==> src/rtl/rf_write_buffer_pkg.sv <==
// Shared constants and the queued write-back entry type for the register-file write buffer.
package rf_wb_pkg;
   localparam int REG_ADDR_W = 5;
   localparam int REG_DATA_W = 32;
   localparam int ZERO_REG   = 0;

   typedef struct packed {
      logic [REG_ADDR_W-1:0] addr;
      logic [REG_DATA_W-1:0] data;
   } wb_entry_t;
endpackage

==> src/rtl/rf_write_buffer_if.sv <==
// Producer/RF-port bundle for rf_write_buffer; byp_* exist only with RF_WRITE_BUFFER_BYPASS_EN.
interface rf_write_buffer_if #(
   parameter int DEPTH = 4,
   parameter int AW    = 5,
   parameter int DW    = 32
);
   logic                   alu_valid;
   logic [AW-1:0]          alu_addr;
   logic [DW-1:0]          alu_data;
   logic                   alu_ready;
   logic                   mem_valid;
   logic [AW-1:0]          mem_addr;
   logic [DW-1:0]          mem_data;
   logic                   mem_ready;
   logic                   drain_en;
   logic                   RegWrite;
   logic [AW-1:0]          Rd_Addr;
   logic [DW-1:0]          Rd_Data;
   logic [$clog2(DEPTH):0] count;
   logic                   empty;
   logic                   full;
`ifdef RF_WRITE_BUFFER_BYPASS_EN
   logic [AW-1:0]          byp_addr;
   logic                   byp_hit;
   logic [DW-1:0]          byp_data;
`endif

   modport master (
      output alu_valid, alu_addr, alu_data, mem_valid, mem_addr, mem_data, drain_en,
`ifdef RF_WRITE_BUFFER_BYPASS_EN
      output byp_addr,
      input  byp_hit, byp_data,
`endif
      input  alu_ready, mem_ready, RegWrite, Rd_Addr, Rd_Data, count, empty, full
   );

   modport slave (
      input  alu_valid, alu_addr, alu_data, mem_valid, mem_addr, mem_data, drain_en,
`ifdef RF_WRITE_BUFFER_BYPASS_EN
      input  byp_addr,
      output byp_hit, byp_data,
`endif
      output alu_ready, mem_ready, RegWrite, Rd_Addr, Rd_Data, count, empty, full
   );
endinterface

==> src/rtl/rf_write_buffer_fifo.sv <==
// wb_fifo: dual-push (a before b), single-pop circular buffer; storage is never reset.
// With RF_WRITE_BUFFER_BYPASS_EN it also exposes the entries in age order (oldest first).
module wb_fifo
   import rf_wb_pkg::*;
#(
   parameter int DEPTH = 4,
   parameter int CW    = $clog2(DEPTH) + 1
) (
   input  logic            clk,
   input  logic            rst_n,
   input  logic            push_a_vld,
   input  wb_entry_t       push_a,
   input  logic            push_b_vld,
   input  wb_entry_t       push_b,
   input  logic            pop,
   output logic [CW-1:0]   count,
`ifdef RF_WRITE_BUFFER_BYPASS_EN
   output wb_entry_t       age_entries [DEPTH],
`endif
   output wb_entry_t       head
);
   localparam int PW = $clog2(DEPTH);

   wb_entry_t       mem_q [DEPTH];
   wb_entry_t       mem_d [DEPTH];
   logic [PW-1:0]   wr_ptr_q, wr_ptr_d;
   logic [PW-1:0]   rd_ptr_q, rd_ptr_d;
   logic [CW-1:0]   count_q, count_d;
   logic [PW-1:0]   b_idx;
   logic [1:0]      n_push;

   always_comb begin
      mem_d    = mem_q;
      n_push   = {1'b0, push_a_vld} + {1'b0, push_b_vld};
      // The second push lands one slot after the first when both arrive together.
      b_idx    = push_a_vld ? PW'(wr_ptr_q + 1'b1) : wr_ptr_q;
      if (push_a_vld) mem_d[wr_ptr_q] = push_a;
      if (push_b_vld) mem_d[b_idx]    = push_b;
      wr_ptr_d = wr_ptr_q + PW'(n_push);
      rd_ptr_d = pop ? PW'(rd_ptr_q + 1'b1) : rd_ptr_q;
      count_d  = count_q + CW'(n_push) - CW'(pop);
   end

   always_ff @(posedge clk) begin
      if (!rst_n) begin
         wr_ptr_q <= '0;
         rd_ptr_q <= '0;
         count_q  <= '0;
      end else begin
         wr_ptr_q <= wr_ptr_d;
         rd_ptr_q <= rd_ptr_d;
         count_q  <= count_d;
      end
   end

   always_ff @(posedge clk) begin
      mem_q <= mem_d;
   end

`ifdef RF_WRITE_BUFFER_BYPASS_EN
   always_comb begin
      for (int k = 0; k < DEPTH; k++) age_entries[k] = mem_q[PW'(rd_ptr_q + PW'(k))];
   end
`endif

   assign count = count_q;
   assign head  = mem_q[rd_ptr_q];
endmodule

==> src/rtl/rf_write_buffer.sv <==
// Register-file write buffer: arbitrates ALU/load write-backs into an in-order FIFO and drains
// one per cycle to the RF port. Optional youngest-match bypass under RF_WRITE_BUFFER_BYPASS_EN.
module rf_write_buffer
   import rf_wb_pkg::*;
#(
   parameter int DEPTH = 4,
   parameter int AW    = REG_ADDR_W,
   parameter int DW    = REG_DATA_W
) (
   input logic               clk,
   input logic               rst_n,
   rf_write_buffer_if.slave  wb
);
   localparam int CW = $clog2(DEPTH) + 1;

   logic [CW-1:0] count;
   logic [CW-1:0] free;
   logic          empty;
   logic          mem_rdy, alu_rdy;
   logic          mem_push, alu_push;
   logic          reg_write;
   wb_entry_t     head;
   wb_entry_t     mem_ent, alu_ent;

   assign empty   = (count == '0);
   assign free    = CW'(DEPTH) - count;
   // Load is the older instruction, so it wins the last free slot.
   assign mem_rdy = (free >= CW'(1));
   assign alu_rdy = (free >= CW'(2)) || ((free >= CW'(1)) && !wb.mem_valid);

   // Writes to $zero complete the handshake but are never queued.
   assign mem_push  = wb.mem_valid && mem_rdy && (wb.mem_addr != AW'(ZERO_REG));
   assign alu_push  = wb.alu_valid && alu_rdy && (wb.alu_addr != AW'(ZERO_REG));
   assign mem_ent   = '{addr: wb.mem_addr, data: wb.mem_data};
   assign alu_ent   = '{addr: wb.alu_addr, data: wb.alu_data};
   assign reg_write = !empty && wb.drain_en;

`ifdef RF_WRITE_BUFFER_BYPASS_EN
   wb_entry_t     age_entries [DEPTH];
   logic          byp_hit;
   logic [DW-1:0] byp_data;
`endif

   wb_fifo #(.DEPTH(DEPTH), .CW(CW)) u_fifo (
      .clk        (clk),
      .rst_n      (rst_n),
      .push_a_vld (mem_push),
      .push_a     (mem_ent),
      .push_b_vld (alu_push),
      .push_b     (alu_ent),
      .pop        (reg_write),
      .count      (count),
`ifdef RF_WRITE_BUFFER_BYPASS_EN
      .age_entries(age_entries),
`endif
      .head       (head)
   );

`ifdef RF_WRITE_BUFFER_BYPASS_EN
   // Scan oldest to youngest so the youngest match is the one left standing.
   always_comb begin
      byp_hit  = 1'b0;
      byp_data = '0;
      for (int k = 0; k < DEPTH; k++) begin
         if ((CW'(k) < count) && (age_entries[k].addr == wb.byp_addr) &&
             (wb.byp_addr != AW'(ZERO_REG))) begin
            byp_hit  = 1'b1;
            byp_data = age_entries[k].data;
         end
      end
   end

   assign wb.byp_hit  = byp_hit;
   assign wb.byp_data = byp_data;
`endif

   assign wb.mem_ready = mem_rdy;
   assign wb.alu_ready = alu_rdy;
   assign wb.RegWrite  = reg_write;
   assign wb.Rd_Addr   = empty ? '0 : head.addr;
   assign wb.Rd_Data   = empty ? '0 : head.data;
   assign wb.count     = count;
   assign wb.empty     = empty;
   assign wb.full      = (count == CW'(DEPTH));
endmodule

==> src/flat_wrapper.sv <==
// flat-port wrapper written by rule: the top's interface ports become plain ports
module rf_write_buffer_flat import rf_wb_pkg::*;
#(
   parameter int DEPTH = 4,
   parameter int AW    = REG_ADDR_W,
   parameter int DW    = REG_DATA_W
)
  (clk, rst_n, wb_alu_valid, wb_alu_addr, wb_alu_data, wb_mem_valid, wb_mem_addr, wb_mem_data, wb_drain_en, wb_alu_ready, wb_mem_ready, wb_RegWrite, wb_Rd_Addr, wb_Rd_Data, wb_count, wb_empty, wb_full);
  rf_write_buffer_if #(.DEPTH(DEPTH), .AW(AW), .DW(DW)) wb_i ();
  input logic clk;
  input logic rst_n;
  input wire logic [$bits(wb_i.alu_valid)-1:0] wb_alu_valid;
  input wire logic [$bits(wb_i.alu_addr)-1:0] wb_alu_addr;
  input wire logic [$bits(wb_i.alu_data)-1:0] wb_alu_data;
  input wire logic [$bits(wb_i.mem_valid)-1:0] wb_mem_valid;
  input wire logic [$bits(wb_i.mem_addr)-1:0] wb_mem_addr;
  input wire logic [$bits(wb_i.mem_data)-1:0] wb_mem_data;
  input wire logic [$bits(wb_i.drain_en)-1:0] wb_drain_en;
  output wire logic [$bits(wb_i.alu_ready)-1:0] wb_alu_ready;
  output wire logic [$bits(wb_i.mem_ready)-1:0] wb_mem_ready;
  output wire logic [$bits(wb_i.RegWrite)-1:0] wb_RegWrite;
  output wire logic [$bits(wb_i.Rd_Addr)-1:0] wb_Rd_Addr;
  output wire logic [$bits(wb_i.Rd_Data)-1:0] wb_Rd_Data;
  output wire logic [$bits(wb_i.count)-1:0] wb_count;
  output wire logic [$bits(wb_i.empty)-1:0] wb_empty;
  output wire logic [$bits(wb_i.full)-1:0] wb_full;
  assign wb_i.alu_valid = wb_alu_valid;
  assign wb_i.alu_addr = wb_alu_addr;
  assign wb_i.alu_data = wb_alu_data;
  assign wb_i.mem_valid = wb_mem_valid;
  assign wb_i.mem_addr = wb_mem_addr;
  assign wb_i.mem_data = wb_mem_data;
  assign wb_i.drain_en = wb_drain_en;
  assign wb_alu_ready = wb_i.alu_ready;
  assign wb_mem_ready = wb_i.mem_ready;
  assign wb_RegWrite = wb_i.RegWrite;
  assign wb_Rd_Addr = wb_i.Rd_Addr;
  assign wb_Rd_Data = wb_i.Rd_Data;
  assign wb_count = wb_i.count;
  assign wb_empty = wb_i.empty;
  assign wb_full = wb_i.full;
  rf_write_buffer #(.DEPTH(DEPTH), .AW(AW), .DW(DW)) u_core (.clk(clk), .rst_n(rst_n), .wb(wb_i));
endmodule
==> config.mk <==
export PLATFORM = sky130hd
export DESIGN_NAME = rf_write_buffer_flat
export DESIGN_NICKNAME = d
export VERILOG_FILES = /design/src/rtl/rf_write_buffer_pkg.sv /design/src/rtl/rf_write_buffer_if.sv /design/src/rtl/rf_write_buffer_fifo.sv /design/src/rtl/rf_write_buffer.sv /design/src/flat_wrapper.sv
export SDC_FILE = /design/constraint.sdc
export NUM_CORES = 1
export LEC_CHECK = 0
export CORE_MARGIN = 5
export CORE_UTILIZATION = 50
export DETAILED_ROUTE_END_ITERATION = 10
export GPL_TIMING_DRIVEN = 0
export PLACE_DENSITY = 0.74
export SLEW_MARGIN = 30
export SYNTH_ARGS = -nofsm -noshare
export SYNTH_HDL_FRONTEND = slang
export SYNTH_HIERARCHICAL = 1
export SYNTH_SLANG_ARGS = --single-unit
export TNS_END_PERCENT = 5
==> constraint.sdc <==
create_clock -name clk -period 6.01 [get_ports clk]
set_input_delay 1.803 -clock clk [delete_from_list [all_inputs] [get_ports clk]]
set_output_delay 1.803 -clock clk [all_outputs]
set_load 0.01 [all_outputs]
# Word-level counts from Yosys, hierarchy flattened
# Cells that the tools add are included.
word_totals:
  ff_bits: 155
  latchBits: 0
  mem_bits_rw: 0
  rom_bits: 0
  input_bits: 79
  output_inout_bits: 45
  n_memories: 0
op_classes:
  add_sub_neg: 7
  n_mul: 0
  div: 0
  magnitude_cmp: 7
  eq_ne: 1
  shifts: 0
  mux: 14
  bitwise: 3
  n_reduce_logical: 14
ops:
  columns: ["cell", "count"]
  rows:
  - ["148-bit bitwise mux", 2]
  - ["148-bit two-way mux", 2]
  - ["37-bit demux with 2-bit select", 2]
  - ["37-bit two-way mux", 4]
  - ["37-bit binary-select mux with 2-bit select", 1]
  - ["32-bit two-way mux", 1]
  - ["5-bit nonzero test", 2]
  - ["3-bit greater-or-equal comparator, second input constant", 3]
  - ["2-bit inverter with 3-bit output", 3]
  - ["1-bit logical AND", 8]
  - ["3-bit by 1-bit < comparator with 1-bit output, second input constant", 2]
  - ["5-bit two-way mux", 1]
  - ["2-bit by 1-bit adder with 2-bit output, second input constant", 2]
  - ["3-bit by 2-bit adder with 3-bit output", 1]
  - ["3-bit == test, second input constant", 1]
  - ["3-bit by 1-bit greater-or-equal comparator with 1-bit output, second input constant", 1]
  - ["3-bit by 2-bit greater-or-equal comparator with 1-bit output, second input constant", 1]
  - ["3-bit logical NOT", 1]
  - ["3-bit by 1-bit subtractor with 3-bit output", 1]
  - ["3-bit subtractor, first input constant", 1]
  - ["1-bit by 1-bit adder with 2-bit output", 1]
  - ["2-bit adder", 1]
  - ["1-bit logical NOT", 2]
  - ["2-bit two-way mux", 1]
  - ["1-bit logical OR", 1]

# Logic depth before layout (Yosys ltp)
# Gate-level depths: netlist of run 1.
depth:
  depth_word: 12
  mapped_depth: 14

# Hierarchy
# The synthesis of run 1 kept the hierarchy.
modules_own_cells:
  columns: ["module", "n_inst", "cells_each", "area_each_um2", "seq_area_each_um2"]
  rows:
  - ["wb_fifo", 1, 568, 8021.4, 3103.0]
  - ["rf_write_buffer", 1, 60, 397.9, 0.0]

# Least setup slack after synthesis of run 1
# OpenSTA, ideal clock, no wires.
synth_timing:
  kind: "input -> register"
  from: "in wb_mem_addr[1]"
  to: "reg u_core.u_fifo.count_q[2], in the netlist u_core/u_fifo/count[2]"
  arrival_ps: 4085
  required_ps: 5895
  setup_slack_ps: 1810
  cell_stages: 11
  path_buffers: 0
  path_cell_list: "or3_1 o311a_1 ha_1 inv_1 ha_1 inv_1 ha_1 fa_1 xnor2_1 xnor2_1 and2_1"
synth_between:
  elab_chain_cells: 5
synth_lines:
  columns: ["item", "line", "text"]
  rows:
  - ["start: declaration", "flat_wrapper.sv:16", "input wire logic [$bits(wb_i.mem_addr)-1:0] wb_mem_addr;"]
  - ["5-bit nonzero test", "rf_write_buffer.sv:32", "assign mem_push = wb.mem_valid && mem_rdy && (wb.mem_addr != AW'(ZERO_REG));"]
  - ["1-bit logical AND", "rf_write_buffer.sv:32", null]
  - ["named net u_core.mem_push", "rf_write_buffer.sv:20", "logic mem_push, alu_push;"]
  - ["1-bit by 1-bit adder with 2-bit output", "rf_write_buffer_fifo.sv:34", "n_push = {1'b0, push_a_vld} + {1'b0, push_b_vld};"]
  - ["3-bit by 2-bit adder with 3-bit output", "rf_write_buffer_fifo.sv:41", "count_d = count_q + CW'(n_push) - CW'(pop);"]
  - ["3-bit by 1-bit subtractor with 3-bit output", "rf_write_buffer_fifo.sv:41", null]
  - ["end signal: assignment", "rf_write_buffer_fifo.sv:52", "count_q <= count_d;"]
  - ["end: declaration", "rf_write_buffer_fifo.sv:28", "logic [CW-1:0] count_q, count_d;"]
# The timed path passes the listed nets, and every way through them passes these cells.
# A chain may end at the register's enable or synchronous reset.

# Worst setup path in the final report of run 1
layout_timing:
  from: "in wb_drain_en"
  to: "out wb_RegWrite"
layout_between:
  elab_chain_cells: 1
layout_lines:
  columns: ["item", "line", "text"]
  rows:
  - ["start: declaration", "flat_wrapper.sv:18", "input wire logic [$bits(wb_i.drain_en)-1:0] wb_drain_en;"]
  - ["1-bit logical AND", "rf_write_buffer.sv:36", "assign reg_write = !empty && wb.drain_en;"]
  - ["end: declaration", "flat_wrapper.sv:21", "output wire logic [$bits(wb_i.RegWrite)-1:0] wb_RegWrite;"]
# Every way passes these cells.

==> results of run 1 <==
==> cells by family after synthesis <==
| kind of cell | Yosys count | share of synthesized area |
|---|---|---|
| flops | 155 | 0.3686 |
| xor+xnor | 6 | 0.006242 |
| fa+ha+maj | 15 | 0.02318 |
| compound gates | 7 | 0.01471 |
| buf+inv | 51 | 0.03789 |
| mux | 333 | 0.5038 |
| simple gates | 61 | 0.04562 |
==> per-layer routing <==
layer / vias to the layer above / routed length (um) / share of wire / global-route usage
met5: - / 0 / 0 / 0
met4: 0 / 226 / 0.011 / 0.05813
met1: 2818 / 8791 / 0.42 / 0.2512
li1: 2610 / - / - / -
met2: 125 / 10710 / 0.52 / 0.3826
met3: 19 / 977 / 0.047 / 0.05146
==> flip-flops by register name, summed over array words and instances (netlist names) <==
| name | count |
|---|---|
| u_core/u_fifo/count | 3 |
| u_core/u_fifo/rd_ptr_q | 2 |
| u_core/u_fifo/wr_ptr_q | 2 |
| u_core/u_fifo/mem_q | 148 |
==> critical path, cell delays in order <==
cell             delay, ps
clkdlybuf4s50_1        450
nor2b_1                360
clkdlybuf4s50_1        620
==> synthesized netlist by cell type <==
library cell | count | area share
nor2b_1 | 39 | 0.029
a221oi_1 | 1 | 0.0010
fa_1 | 1 | 0.0024
dfxtp_1 | 155 | 0.37
or3_1 | 1 | 0.00074
nor2b_2 | 2 | 0.0021
mux2_2 | 276 | 0.37
buf_2 | 21 | 0.012
clkbuf_1 | 1 | 0.00045
xor2_1 | 1 | 0.0010
or4b_4 | 1 | 0.0016
buf_6 | 13 | 0.017
inv_1 | 12 | 0.0053
mux2_4 | 20 | 0.036
nor2_1 | 2 | 0.00089
buf_4 | 1 | 0.00089
buf_1 | 3 | 0.0013
and2_1 | 8 | 0.0059
a22oi_4 | 2 | 0.0051
o21bai_1 | 1 | 0.00089
nor3_1 | 1 | 0.00059
o311a_1 | 1 | 0.0012
mux4_2 | 37 | 0.099
nand2_2 | 4 | 0.0030
nor3b_1 | 1 | 0.00089
ha_1 | 14 | 0.021
nand2_1 | 2 | 0.00089
a32oi_4 | 2 | 0.0065
xnor2_1 | 5 | 0.0052
==> path summary, 6_finish.rpt <==
kind,slack (ps),cells after the start,to,start
worst max-delay path,980,3,wb_RegWrite,wb_drain_en
worst min-delay path,600,2,u_core/u_fifo/mem_q[2]$_DFF_P_,u_core/u_fifo/mem_q[2]$_DFF_P_
worst max register to register,2520,14,u_core/u_fifo/count[2]$_SDFF_PN0_,u_core/u_fifo/count[0]$_SDFF_PN0_
worst min register to register,600,2,u_core/u_fifo/mem_q[2]$_DFF_P_,u_core/u_fifo/mem_q[2]$_DFF_P_
==> area by class of cell <==
class	instances	area, um2	area share
multi-input combinational	422	4997	0.4736
sequential	155	3103	0.2941
timing repair buffer	123	1231	0.1167
clock buffer	21	460.4	0.04364
tap	220	275.3	0.02609
buffer	39	274.0	0.02597
clock inverter	11	165.2	0.01565
inverter	12	45.04	0.004269
==> power by group through the flow <==
stage | sequential [uW] | clock [uW] | combinational (uW)
3_3_place_gp | 1820 | 0 | 3150
4_1_cts | 1850 | 1160 | 3280
3_5_place_dp | 1870 | 0 | 3260
5_1_grt | 1920 | 1210 | 3500
6_report | 1860 | 1140 | 3250
2_1_floorplan | 1790 | 0 | 2350
==> through the flow <==
stage                     instances  power (uW)  area, um2  hold slack (ps)  setup slack [ps]
after global placement          971        4971       9926            576.5             990.3
after CTS                      1003        6301      10550            601.9             973.3
after detailed placement        971        5135       9926            587.3             973.3
after floorplan                 628        4131       8419            573.8              1810
final                          1003        6258      10550            601.3             976.9
after global routing           1003        6621      10550            632.4             926.1
==> results.toml, run 1 <==
[run_status]
run_status = "finished, final reports clean"

[place]
dpl.hpwl_mm = 14.33
gp_congestion = 0.7607
port_buffers = 123

[clock_tree]
ctsResizeCount = 0
clk_latency_ps = 420
path_clk_slew_ps = 60
cts.sinks = 155
hold_buffers = 0
cts_buffer_depth = 2
cts_tree = "yes"
htree_levels = 4
cts_root_buf = "clkbuf_16"
cts_made_buffers = 17
post_cts_buffers = 0

[yosys]
synth_nets = 722
postSynthCellCount = 628
ys_ff_latch = 155
syn_area_um2 = 8419
avgSynthCellArea_um2 = 13.41
yosys_warnings = 6
seq_area_frac_synth = 0.3686
ys_types = 29

[worst_setup_path]
required_ps = 4210
startpoint_type = "input pin"
path_max_fanout = 4
crit_type = "input pin to output port"
endpoint_kind = "output port"
arrival_ps = 3230

[routing]
drcViolationCount = 0
wl_per_cell_um = 20.65
initialDrtViolationCount = 199
dr.pass1.iters = 4
wl_mm = 20.71
avgViaCountPerCell = 5.555
final_antenna_net_count = 0
num_vias = 5572

[global_routing]
grt_pass1_vias = 6151
grt_pass1_wl_mm = 32.66
grt_max_degree = 17
grt_usage = 0.2121
overflow = 0
antenna_found_initial = 0

[timing]
maxSlewViolCount = 0
setup_tns_ps = 0
min_period_over_period = 0.8375
max-slew-margin-rel = 0.5055
setup_violations = 0
rsz0062_at_grt = "false"
report.final.hold_viol_count = 0
max_freq_mhz = 198.7
min_period_ps = 5033
fin_skew_ps = 7.017
worstMarginPinSlew_ps = 741.7

[layout]
layout_common_cells = "mux2_2, dfxtp_1, clkdlybuf4s50_1"
utilization = 0.6385
drive_gt1_frac = 0.5223
fillCellCount = 1273
final_common_cell = "mux2_2"
n_antenna_cell = 0
nets = 864
area_growth_pct = 25.32

[hold_path]
hp-class = "register to register"

[power]
switching_share = 0.3036
p_comb_frac = 0.519
seqPwrFrac = 0.298
powerDensity_nw_per_um2 = 593.1
p_clk_frac = 0.183
ir_drop_mv = 0.2761
intPower_uw = 4358
leakagePower_uw = 0.004193
power_switching_uw = 1900

[die]
initial_core_util = 0.5095
core-area_um2 = 16520
die-area_um2 = 19530
die_w_um = 139.8
ioPinCount = 124
row_count = 47
die_h_um = 139.8

[flow_run]
timing.max_cap.violations = 0
Power figures use the tool's default switching activity.
==> inputs of run 2 (changes only) <==
- PLACE_DENSITY: 0.74 -> 0.77
- clock period: 6.01 -> 4.3 ns (I/O delays scaled with it)
==> results.toml, run 2 (synthesis results as in run 1) <==
[die]
initial_core_util = 0.5095
die-area_um2 = 19530
row_count = 47
core-area_um2 = 16520
die_h_um = 139.8
ioPinCount = 124
die_w_um = 139.8

[clock_tree]
cts_tree = "yes"
cts_root_buf = "clkbuf_16"
post_cts_buffers = 0
cts.sinks = 155
hold_buffers = 0
ctsResizeCount = 0
cts_made_buffers = 17
htree_levels = 4
path_clk_slew_ps = 60
cts_buffer_depth = 2
clk_latency_ps = 420

[worst_setup_path]
arrival_ps = 2820
reg2reg_from = "u_core/u_fifo/count[0]$_SDFF_PN0_"
crit_start = "u_core/u_fifo/count[0]$_SDFF_PN0_"
ff2ff_path_depth = 14
critPathCapture = "wb_Rd_Data[8]"
path_max_fanout = 10
reg2reg_slack_ps = 700
startpoint_type = "register"
required_ps = 3010
r2r_end = "u_core/u_fifo/count[2]$_SDFF_PN0_"
crit_type = "register to output port"
endpoint_kind = "output port"

[layout]
largest_register_ffs = 148
drive_gt1_frac = 0.5217
n_antenna_cell = 0
utilization = 0.6394
nets = 864
fillCellCount = 1227
layout_common_cells = "mux2_2, dfxtp_1, clkdlybuf4s50_1"
area_growth_pct = 25.49
final_common_cell = "mux2_2"
multi_input_area_um2 = 4997
regArea_um2 = 3103
top_register = "u_core/u_fifo/mem_q"

[global_routing]
overflow = 0
grt_max_degree = 17
antenna_found_initial = 0
grt_pass1_vias = 6112
grt_pass1_wl_mm = 33.01
grt_usage = 0.2164

[routing]
dr.pass1.iters = 4
met2_length_mm = 11.21
avgViaCountPerCell = 5.508
wl_per_cell_um = 21.15
wl_met1_mm = 8.834
num_vias = 5519
drcViolationCount = 0
final_antenna_net_count = 0
initialDrtViolationCount = 260
met3WireLength_um = 810
routed.top_layer = "met4"
wl_mm = 21.19

[place]
gp_congestion = 0.7496
port_buffers = 123
dpl.hpwl_mm = 14.67

[power]
ir_drop_mv = 0.4165
intPower_uw = 6141
leakagePower_uw = 0.004198
power_switching_uw = 2677
powerDensity_nw_per_um2 = 834.6
p_clk_frac = 0.184
seqPwrFrac = 0.295
switching_share = 0.3035
p_comb_frac = 0.521

[timing]
max_freq_mhz = 243.2
rsz0062_at_grt = "false"
setup_violations = 0
min_period_over_period = 0.9562
max-slew-margin-rel = 0.5173
min_period_ps = 4112
holdWs_ps = 603.5
report.final.hold_viol_count = 0
fin_skew_ps = 5.329
maxSlewViolCount = 0
worstMarginPinSlew_ps = 724.1

[hold_path]
holdPathStages = 2
hp-class = "register to register"

[flow_run]
timing.max_cap.violations = 0

[run_status]
run_status = "finished, final reports clean"
[run 2: cell count changes in the layout (fill, tap and decap cells not counted), sizes merged]
cell	before	now
clkbuf	22	27
clkinv	4	1
buf	38	37
inv	14	12
[run 2: power by group through the flow]
stage | logic [uW] | clock network [uW] | registers, uW
3_5_place_dp | 4590 | 0 | 2620
6_report | 4590 | 1630 | 2600
5_1_grt | 4910 | 1710 | 2680
3_3_place_gp | 4400 | 0 | 2540
2_1_floorplan | 3280 | 0 | 2500
4_1_cts | 4630 | 1650 | 2590
[run 2: area by class of cell]
type,count,area share
repair buffers,123,0.1165
clock inverters,6,0.01255
flip-flops and latches,155,0.2937
plain buffers,39,0.02605
multi-input cells,422,0.4730
well taps,220,0.02605
clock buffers,25,0.04784
inverters,12,0.004263
[run 2: worst max-delay path, cell delays in order (launching register included)]
cell and delay [ps]:
dfxtp_1 440, inv_1 100, ha_1 240, ha_1 220
buf_2 240, buf_1 300, nor2b_1 250, clkdlybuf4s50_1 590
[run 2: metal layers]
layer | global-route usage | up-vias
li1 | - | 2603
met1 | 0.2563 | 2780
met2 | 0.3897 | 117
met3 | 0.04254 | 19
met4 | 0.07547 | 0
met5 | 0 | -
[run 2: worst min-delay path by stage]
stage	start	end
6_report	u_core/u_fifo/mem_q[2]$_DFF_P_	u_core/u_fifo/mem_q[2]$_DFF_P_
5_1_grt	u_core/u_fifo/mem_q[129]$_DFF_P_	u_core/u_fifo/mem_q[129]$_DFF_P_
4_1_cts	u_core/u_fifo/mem_q[25]$_DFF_P_	u_core/u_fifo/mem_q[25]$_DFF_P_
3_5_place_dp	u_core/u_fifo/mem_q[25]$_DFF_P_	u_core/u_fifo/mem_q[25]$_DFF_P_
3_3_place_gp	u_core/u_fifo/mem_q[87]$_DFF_P_	u_core/u_fifo/mem_q[87]$_DFF_P_
2_1_floorplan	u_core/u_fifo/mem_q[100]$_DFF_P_	u_core/u_fifo/mem_q[100]$_DFF_P_
[run 2: through the flow]
step / instances / setup WS, ps / cell area (um2) / setup TNS (ps) / power, uW
after global placement: 971 / -12.92 / 9926 / -12.92 / 6946
after detailed placement: 971 / -129.9 / 9926 / -129.9 / 7213
after CTS: 1002 / 58.16 / 10560 / 0 / 8867
final: 1002 / 188.5 / 10570 / 0 / 8818
after global routing: 1002 / 37.71 / 10570 / 0 / 9303
after floorplan: 628 / 613.0 / 8419 / 0 / 5774
==> inputs of run 3 (changes only) <==
- clock period: 4.3 -> 3.7 ns (I/O delays scaled with it)
==> results.toml, run 3 (synthesis results as in run 1) <==
[layout]
utilization = 0.6434
top_register = "u_core/u_fifo/mem_q"
final_common_cell = "mux2_2"
largest_register_ffs = 148
nets = 864
drive_gt1_frac = 0.5320
area_growth_pct = 26.27
layout_common_cells = "mux2_2, dfxtp_1, clkdlybuf4s50_1"
final_area_um2 = 10630
n_antenna_cell = 0

[worst_setup_path]
slowest_stage = "clkdlybuf4s50_1"
arrival_ps = 2500
cp_slowest_stage_delay_ps = 550
critPathTopFamily = "buffers and inverters"
reg2reg_slack_ps = 260
reg2reg_from = "u_core/u_fifo/count[0]$_SDFF_PN0_"
required_ps = 2590
crit_chain = "inv_1 -> ha_1 -> ha_1 -> buf_4 -> clkbuf_4 -> nor2b_2 -> clkdlybuf4s50_1"
crit_path_frequent_cell = "ha_1"
path_max_fanout = 10
crit_buf_inv = 4
crit_type = "register to output port"
startpoint_type = "register"
ff2ff_path_depth = 14
endpoint_kind = "output port"
r2r_end = "u_core/u_fifo/count[2]$_SDFF_PN0_"

[timing]
maxSlewViolCount = 0
rsz0062_at_grt = "true"
worstMarginPinSlew_ps = 680.0
min_period_ps = 3609
max_freq_mhz = 277.1
max-slew-margin-rel = 0.5467
min_period_over_period = 0.9755
setup_violations = 0
report.final.hold_viol_count = 0
fin_skew_ps = 5.957

[run_status]
run_status = "finished, final reports clean"

[power]
ir_drop_mv = 0.4971
leakagePower_uw = 0.004353
powerDensity_nw_per_um2 = 967.0

[place]
port_buffers = 123
dpl_cell_area_um2 = 9926
dpl.hpwl_mm = 14.67
gp_congestion = 0.7496

[routing]
initialDrtViolationCount = 277
dr.pass1.iters = 4
final_antenna_net_count = 0
wl_per_cell_um = 21.26
avgViaCountPerCell = 5.545
drcViolationCount = 0
wl_mm = 21.30
num_vias = 5556

[die]
initial_core_util = 0.5095
row_count = 47
die-area_um2 = 19530
die_w_um = 139.8
ioPinCount = 124
core-area_um2 = 16520
die_h_um = 139.8

[flow_run]
timing.max_cap.violations = 0

[global_routing]
grt_max_degree = 17
grt_usage = 0.2165
grt_pass1_vias = 6113
antenna_found_initial = 0
overflow = 0
grt_pass1_wl_mm = 33.02

[clock_tree]
cts_root_buf = "clkbuf_16"
cts_tree = "yes"
cts_buffer_depth = 2
clk_latency_ps = 420
path_clk_slew_ps = 60
cts.sinks = 155
post_cts_buffers = 0
cts_made_buffers = 17
htree_levels = 4

[hold_path]
holdPathStages = 2
min_delay_worst_endpoint = "u_core/u_fifo/mem_q[2]$_DFF_P_"
hp-class = "register to register"
hold_start = "u_core/u_fifo/mem_q[2]$_DFF_P_"
run 3: cell types whose count changed in the layout (fill, tap and decap cells not counted), moves of 3 or more:
cell,delta
buf_4,+5
nor2b_1,-3
dlygate4sd2_1,+3
buf_2,-6
nor2b_2,+3
dlymetal6s2s_1,+10
clkdlybuf4s50_1,-13
run 3: cell type report:
class	count	area [um2]
repair buffers	123	1252
fillers	1214	5893
plain buffers	39	300.3
clock inverters	6	132.6
multi-input cells	422	5015
flip-flops and latches	155	3105
well taps	220	275.3
inverters	12	45.04
clock buffers	25	505.5
run 3: how the worst max path moves through the flow:
stage / startpoint / to / slack [ps] / cells past startpoint
2_1_floorplan: wb_mem_addr[1] / u_core/u_fifo/count[2]$_SDFF_PN0_ / 190 / 11
3_5_place_dp: wb_mem_addr[1] / u_core/u_fifo/count[2]$_SDFF_PN0_ / -550 / 12
3_3_place_gp: wb_mem_addr[1] / u_core/u_fifo/count[2]$_SDFF_PN0_ / -430 / 12
5_1_grt: u_core/u_fifo/count[0]$_SDFF_PN0_ / wb_Rd_Data[9] / -10 / 7
6_report: u_core/u_fifo/count[0]$_SDFF_PN0_ / wb_Rd_Data[9] / 90 / 7
4_1_cts: u_core/u_fifo/count[0]$_SDFF_PN0_ / wb_Rd_Data[14] / 20 / 7
run 3: per-layer routing:
layer | track usage | wire, um | up-vias
met5 | 0 | 0 | -
met4 | 0.07547 | 374 | 0
met3 | 0.04254 | 859 | 22
met2 | 0.3912 | 11270 | 134
met1 | 0.2555 | 8797 | 2797
li1 | - | - | 2603
run 3: where the power goes:
part	internal [uW]	total, uW	switching [uW]
clock	1220	1890	674
combinational	3330	5360	2030
sequential	2600	3030	425
run 3: metrics by stage:
stage,setup WS [ps],power (uW),TNS (ps),hold slack (ps),std cells
3_5_place_dp,-549.9,8383,-30480,589.8,971
5_1_grt,-14.70,10840,-14.70,619.3,1002
3_3_place_gp,-432.9,8072,-27270,576.5,971
4_1_cts,17.66,10340,0,603.5,1002
2_1_floorplan,193.0,6711,0,573.8,628
6_report,90.58,10280,0,603.1,1002
run 3: tightest hold or removal path: stages, from the launching register on:
cell and delay, ps:
dfxtp_1 320, mux2_2 130, mux2_2 130
run 3: timing repair:
item                       CTS  global route
pin swaps                    1             0
setup endpoints to repair   35            14
hold endpoints to repair     0             0
hold buffers                 0             0
resized for setup           16            15
